<file path="src/rtl/timer_ctrl_if.sv">
// Control/status bundle between a timer_ctrl instance and whatever sequences it.
interface timer_ctrl_if #(parameter int WIDTH = 8);
    logic             start;
    logic             stop;
    logic             pause;
    logic             mode;
    logic [WIDTH-1:0] period;
    logic [WIDTH-1:0] count;
    logic             busy;
    logic             done;
    logic             err;

    modport master (
        output start, stop, pause, mode, period,
        input  count, busy, done, err
    );

    modport slave (
        input  start, stop, pause, mode, period,
        output count, busy, done, err
    );
endinterface

</file>
<file path="src/rtl/timer_ctrl.sv">
// Period timer with one-shot / auto-reload modes, pause and abort.
// state | meaning
// IDLE  | waiting for start; count parked at 0 (or unchanged after err)
// RUN   | counting one step per edge toward period_q-1
// HOLD  | paused, count frozen; resume edge does not increment
module timer_ctrl #(
    parameter int WIDTH = 8
) (
    input  logic        clk,
    input  logic        rst_n,
    timer_ctrl_if.slave bus
);
    typedef enum logic [1:0] {IDLE, RUN, HOLD} state_t;

    state_t           state_q, state_d;
    logic [WIDTH-1:0] count_q, count_d;
    logic [WIDTH-1:0] period_q, period_d;
    logic             mode_q, mode_d;
    logic             done_q, done_d;
    logic             err_q, err_d;
    logic             terminal;

    assign terminal = (count_q == period_q - WIDTH'(1));

    always_ff @(posedge clk or negedge rst_n) begin
        if (!rst_n) begin
            state_q  <= IDLE;
            count_q  <= '0;
            period_q <= '0;
            mode_q   <= 1'b0;
            done_q   <= 1'b0;
            err_q    <= 1'b0;
        end else begin
            state_q  <= state_d;
            count_q  <= count_d;
            period_q <= period_d;
            mode_q   <= mode_d;
            done_q   <= done_d;
            err_q    <= err_d;
        end
    end

    always_comb begin
        state_d  = state_q;
        count_d  = count_q;
        period_d = period_q;
        mode_d   = mode_q;
        done_d   = 1'b0;
        err_d    = 1'b0;
        case (state_q)
            IDLE: begin
                if (bus.start) begin
                    if (bus.period != '0) begin
                        period_d = bus.period;
                        mode_d   = bus.mode;
                        count_d  = '0;
                        state_d  = RUN;
                    end else begin
                        err_d = 1'b1;
                    end
                end
            end
            RUN: begin
                // stop beats pause beats terminal/increment
                if (bus.stop) begin
                    count_d = '0;
                    state_d = IDLE;
                end else if (bus.pause) begin
                    state_d = HOLD;
                end else if (terminal) begin
                    count_d = '0;
                    done_d  = 1'b1;
                    state_d = mode_q ? RUN : IDLE;
                end else begin
                    count_d = count_q + WIDTH'(1);
                end
            end
            HOLD: begin
                if (bus.stop) begin
                    count_d = '0;
                    state_d = IDLE;
                end else if (!bus.pause) begin
                    state_d = RUN;
                end
            end
            default: state_d = IDLE;
        endcase
    end

    assign bus.count = count_q;
    assign bus.busy  = (state_q != IDLE);
    assign bus.done  = done_q;
    assign bus.err   = err_q;
endmodule
</file>
<file path="src/flat_wrapper.sv">
// flat-port wrapper written by rule: the top's interface ports become plain ports
module timer_ctrl_flat 
#(
    parameter int WIDTH = 8
)
  (clk, rst_n, bus_start, bus_stop, bus_pause, bus_mode, bus_period, bus_count, bus_busy, bus_done, bus_err);
  timer_ctrl_if #(.WIDTH(WIDTH)) bus_i ();
  input  logic clk;
  input  logic rst_n;
  input wire logic [$bits(bus_i.start)-1:0] bus_start;
  input wire logic [$bits(bus_i.stop)-1:0] bus_stop;
  input wire logic [$bits(bus_i.pause)-1:0] bus_pause;
  input wire logic [$bits(bus_i.mode)-1:0] bus_mode;
  input wire logic [$bits(bus_i.period)-1:0] bus_period;
  output wire logic [$bits(bus_i.count)-1:0] bus_count;
  output wire logic [$bits(bus_i.busy)-1:0] bus_busy;
  output wire logic [$bits(bus_i.done)-1:0] bus_done;
  output wire logic [$bits(bus_i.err)-1:0] bus_err;
  assign bus_i.start = bus_start;
  assign bus_i.stop = bus_stop;
  assign bus_i.pause = bus_pause;
  assign bus_i.mode = bus_mode;
  assign bus_i.period = bus_period;
  assign bus_count = bus_i.count;
  assign bus_busy = bus_i.busy;
  assign bus_done = bus_i.done;
  assign bus_err = bus_i.err;
  timer_ctrl #(.WIDTH(WIDTH)) u_core (.clk(clk), .rst_n(rst_n), .bus(bus_i));
endmodule
</file>
<file path="config.mk">
export PLATFORM = sky130hd
export DESIGN_NAME = timer_ctrl_flat
export DESIGN_NICKNAME = d
export VERILOG_FILES = /design/src/rtl/timer_ctrl_if.sv /design/src/rtl/timer_ctrl.sv /design/src/flat_wrapper.sv
export SDC_FILE = /design/constraint.sdc
export NUM_CORES = 1
export LEC_CHECK = 0
export BUFFER_PORTS_ARGS = -buffer_cell sky130_fd_sc_hd__buf_4
export CAP_MARGIN = 20
export CORE_ASPECT_RATIO = 0.5
export CORE_MARGIN = 2
export CORE_UTILIZATION = 35
export DETAILED_ROUTE_END_ITERATION = 6
export PLACE_DENSITY_LB_ADDON = 0.25
export SYNTH_ARGS = -nofsm -noshare
export SYNTH_HDL_FRONTEND = slang
export SYNTH_SLANG_ARGS = --single-unit
</file>
<file path="constraint.sdc">
create_clock -name clk -period 2.3 [get_ports clk]
set_clock_uncertainty 0.05 [all_clocks]
set_input_delay 0.23 -clock clk [delete_from_list [all_inputs] [get_ports clk]]
set_output_delay 0.23 -clock clk [all_outputs]
set_load 0.02 [all_outputs]
</file>
==> metrics.md <==
| Metric | Value |
|---|---|
| Yosys reg bits | `21` |
| GPL Wtd Cong | `0.7738` |
| Max clock buf depth | `2` |
| Router iterations before antenna repair | `4` |
| F_max | `458.6 MHz` |
| R2R Setup Slk | `120 ps` |
| Vias | `1056` |
| Seq pwr share | `between 30% and 40%` |
| CTS root buf | `clkbuf_8` |
| Distinct cells, synth | `35` |
| Worst-path maximum fanout | `8` |
| Final Util | `46.96%` |
| DR WL/cell | `about 13 microns` |
| GRT Residual Overflow | `0` |
| Detail Placement HPWL | `2060 microns` |
| Worst Setup Start Kind | `register` |
| Primary FF master, synth | `dfrtp_1` |
| Worst skew pair latency | `270 ps` |
| Remaining antenna violation count | `0` |
| Max Cap Viol | `0` |
| Synthesis-to-layout area growth | `28.97%` |
| Initial antenna violation count | `0` |
| CTS H-tree lvls | `1` |
| Initial DRC count | `43` |
| Final worst setup slack | `around 120 ps` |
| Pleak | `0.6769 nW` |
| Endpoints failing hold | `0` |
| Peak VDD IR | `0.4241 mV` |
| Tightest Pin Transition | `between 700 and 800 ps` |
| Global routing met1 resource utilization | `19.21%` |
| Fin area | `0.001604 sq mm` |
| EDFF count, synth | `0` |
| Clock sinks | `21` |
| Status | `complete, no violations` |
| Syn Nets | `145` |
| Power Density | `1063 mW/mm^2` |
| Clock power frac | `between 10% and 20%` |
| CTS tree | `built` |
| Ys Warns | `0` |
| Largest net degree at the start of global routing | `22` |
| Setup TNS | `0 ps` |
| # IOs | `25` |
| Async SR Flop Fraction | `100.0%` |
| CTS clk-pin slew, worst paths | `80 ps` |
| Final setup fails | `0` |
| Seq/Total Area, Yosys | `42.25%` |
| Class of the worst hold path | `primary input to register` |
| Initial Util | `36.41%` |
| CP Capture Type | `register` |
| Remaining DRCs | `0` |
| Final period utilization | `94.81%` |
| DIE AREA | `approximately 0.0041 sq mm` |
| Hold_sp | `bus_pause` |
| Logic gate share of total power | `roughly half` |
| Switching part of the total power | `~40%` |
| Pre-CTS setup slack | `between 50 and 60 ps` |
| Number of antenna diodes | `0` |
| Layout cell share with drive strength beyond 1 | `30.00%` |
| Vias in the first global route | `868` |
| Critical Path RT | `2380 ps` |
| Grt peak-use layer | `met2` |
| Psw | `679.1 uW` |
| Slew Limit Fails | `0` |
| Max-Slew Margin vs Limit | `48.18%` |
| Post-Route WL | `about 2700 microns` |
| Synth Instances | `129` |
| Clock buffer count from CTS | `3` |
| Crit path from | `u_core.period_q[3]` |
| GR Layer Usage met2 | `21.35%` |
| RSZ-0062 raised after global routing | `no` |
| First-pass GRT wire length | `about 4200 microns` |
| Min Clock Period, post-route | `2181 ps` |
| Gr usage total | `between 10 and 15%` |
| Rows | `15` |
| Port-buffer cells | `24` |
| Reg2Reg Launch Point | `u_core.period_q[3]` |
| Core Region | `0.003416 sq mm` |
| Cell Area, Placed | `0.001510 sq mm` |
| Total power | `1.705 mW` |
| Crit path DAT | `approximately 2300 ps` |
| Mapped Area | `0.001244 sq mm` |
| Drt via density | `5.005` |
| Synth Area per Inst | `9.641 sq um` |
| P_int | `about 1 mW` |
| Critical path class | `register to register` |
| Die Ht | `46.15 microns` |
| Met3 usage | `3.943%` |
| Final #Nets | `177` |
| Die width | `88.30 microns` |
==> sequential cells by signal (all words and copies together) (netlist names) <==
name / flops
u_core.bus.count: 8
u_core.bus.done: 1
u_core.period_q: 8
u_core.state_q: 2
u_core.mode_q: 1
u_core.bus.err: 1
==> synthesized netlist by cell type (all sizes together), types with 3 or more instances <==
cell | count | area, sq um
xnor2 | 13 | 121.4
dfrtp | 21 | 525.5
clkbuf | 3 | 11.26
inv | 4 | 15.01
nand3 | 3 | 15.01
nor2 | 10 | 37.54
o21ai | 8 | 40.04
a21oi | 8 | 40.04
nand2 | 10 | 37.54
o21a | 3 | 22.52
nand4 | 3 | 25.02
nor3 | 8 | 40.04
or4 | 3 | 26.27
xor2 | 4 | 35.03
mux2 | 7 | 78.83
==> power groups by stage <==
stage | Combinational [mW] | Clock [mW] | Sequential [mW]
finish | 0.867 | 0.252 | 0.586
CTS | 0.802 | 0.261 | 0.588
global route | 0.960 | 0.274 | 0.604
global placement | 0.784 | 0 | 0.593
detailed placement | 0.793 | 0 | 0.596
floorplan | 0.569 | 0 | 0.588
==> through the flow <==
step / hold slack [ps] / std cells
floorplan: -115.6 / 129
global placement: 87.13 / 205
detailed placement: 86.09 / 205
CTS: 76.68 / 210
global route: 79.78 / 211
finish: 75.95 / 211
==> cell type report <==
cell class | count | area [sq um]
fillers | 341 | 1812
multi-input cells | 100 | 718.2
flip-flops and latches | 21 | 526.8
repair buffers | 31 | 235.2
well taps | 51 | 63.81
clock buffers | 4 | 45.04
inverters | 4 | 15.01
==> worst paths after layout <==
path,end,depth (start not counted)
max in group asynchronous,u_core.period_q[3],2
worst max-delay path,u_core.bus.count[6],6
worst min-delay path,u_core.bus.done,2
worst max register to register,u_core.bus.count[6],6
worst min register to register,u_core.mode_q,1
min in group asynchronous,u_core.period_q[4],2
==> kinds of logic (layout without fill, tap and decap cells) <==
kind of cell	Yosys count	in the layout	share of synthesized area, %
adder cells (fa/ha/maj)	2	2	2.012
AND/OR/NAND/NOR	45	45	19.01
buffers and inverters	8	39	2.414
multiplexers	7	7	6.338
AO/OA/AOI/OAI	29	29	15.39
flip-flops	21	21	42.25
XOR/XNOR	17	17	12.58
==> cell usage in the layout, fill, tap and decap left out, drive strengths merged, types with 2 or more instances in the layout <==
cell    synthesis  layout
xor2            4       4
or4             3       3
xnor2          13      13
clkbuf          3       4
o21a            3       3
buf             1      30
nand4           3       3
nand3           3       3
nor4b           2       2
dfrtp          21      21
mux2            7       7
nand2          10      10
o31ai           2       2
ha              2       2
inv             4       4
nor3            8       8
a21oi           8       8
o21ai           8       8
nor2           10      10
nor2b           2       2
or3             2       2
==> worst max-delay path: stages (launching register included) <==
cell and delay, ps:
dfrtp_2 420, or3_4 370, or4_4 530, xnor2_4 180, nand4_4 130, o21bai_4 270, a2bb2oi_1 110
==> metal layers <==
metal	part of all wire (%)	vias to the layer above
met5	0	-
met4	0.82	0
met3	4.9	3
met2	44	23
met1	51	505
li1	-	525
==> timing repair <==
item | CTS | global route
setup buffers | 0 | 1
resized for setup | 0 | 6
setup endpoints to repair | 0 | 9
hold buffers | 1 | 0
endpoints found under the hold margin | 21 | 0
(Power assumes the default switching activity.)
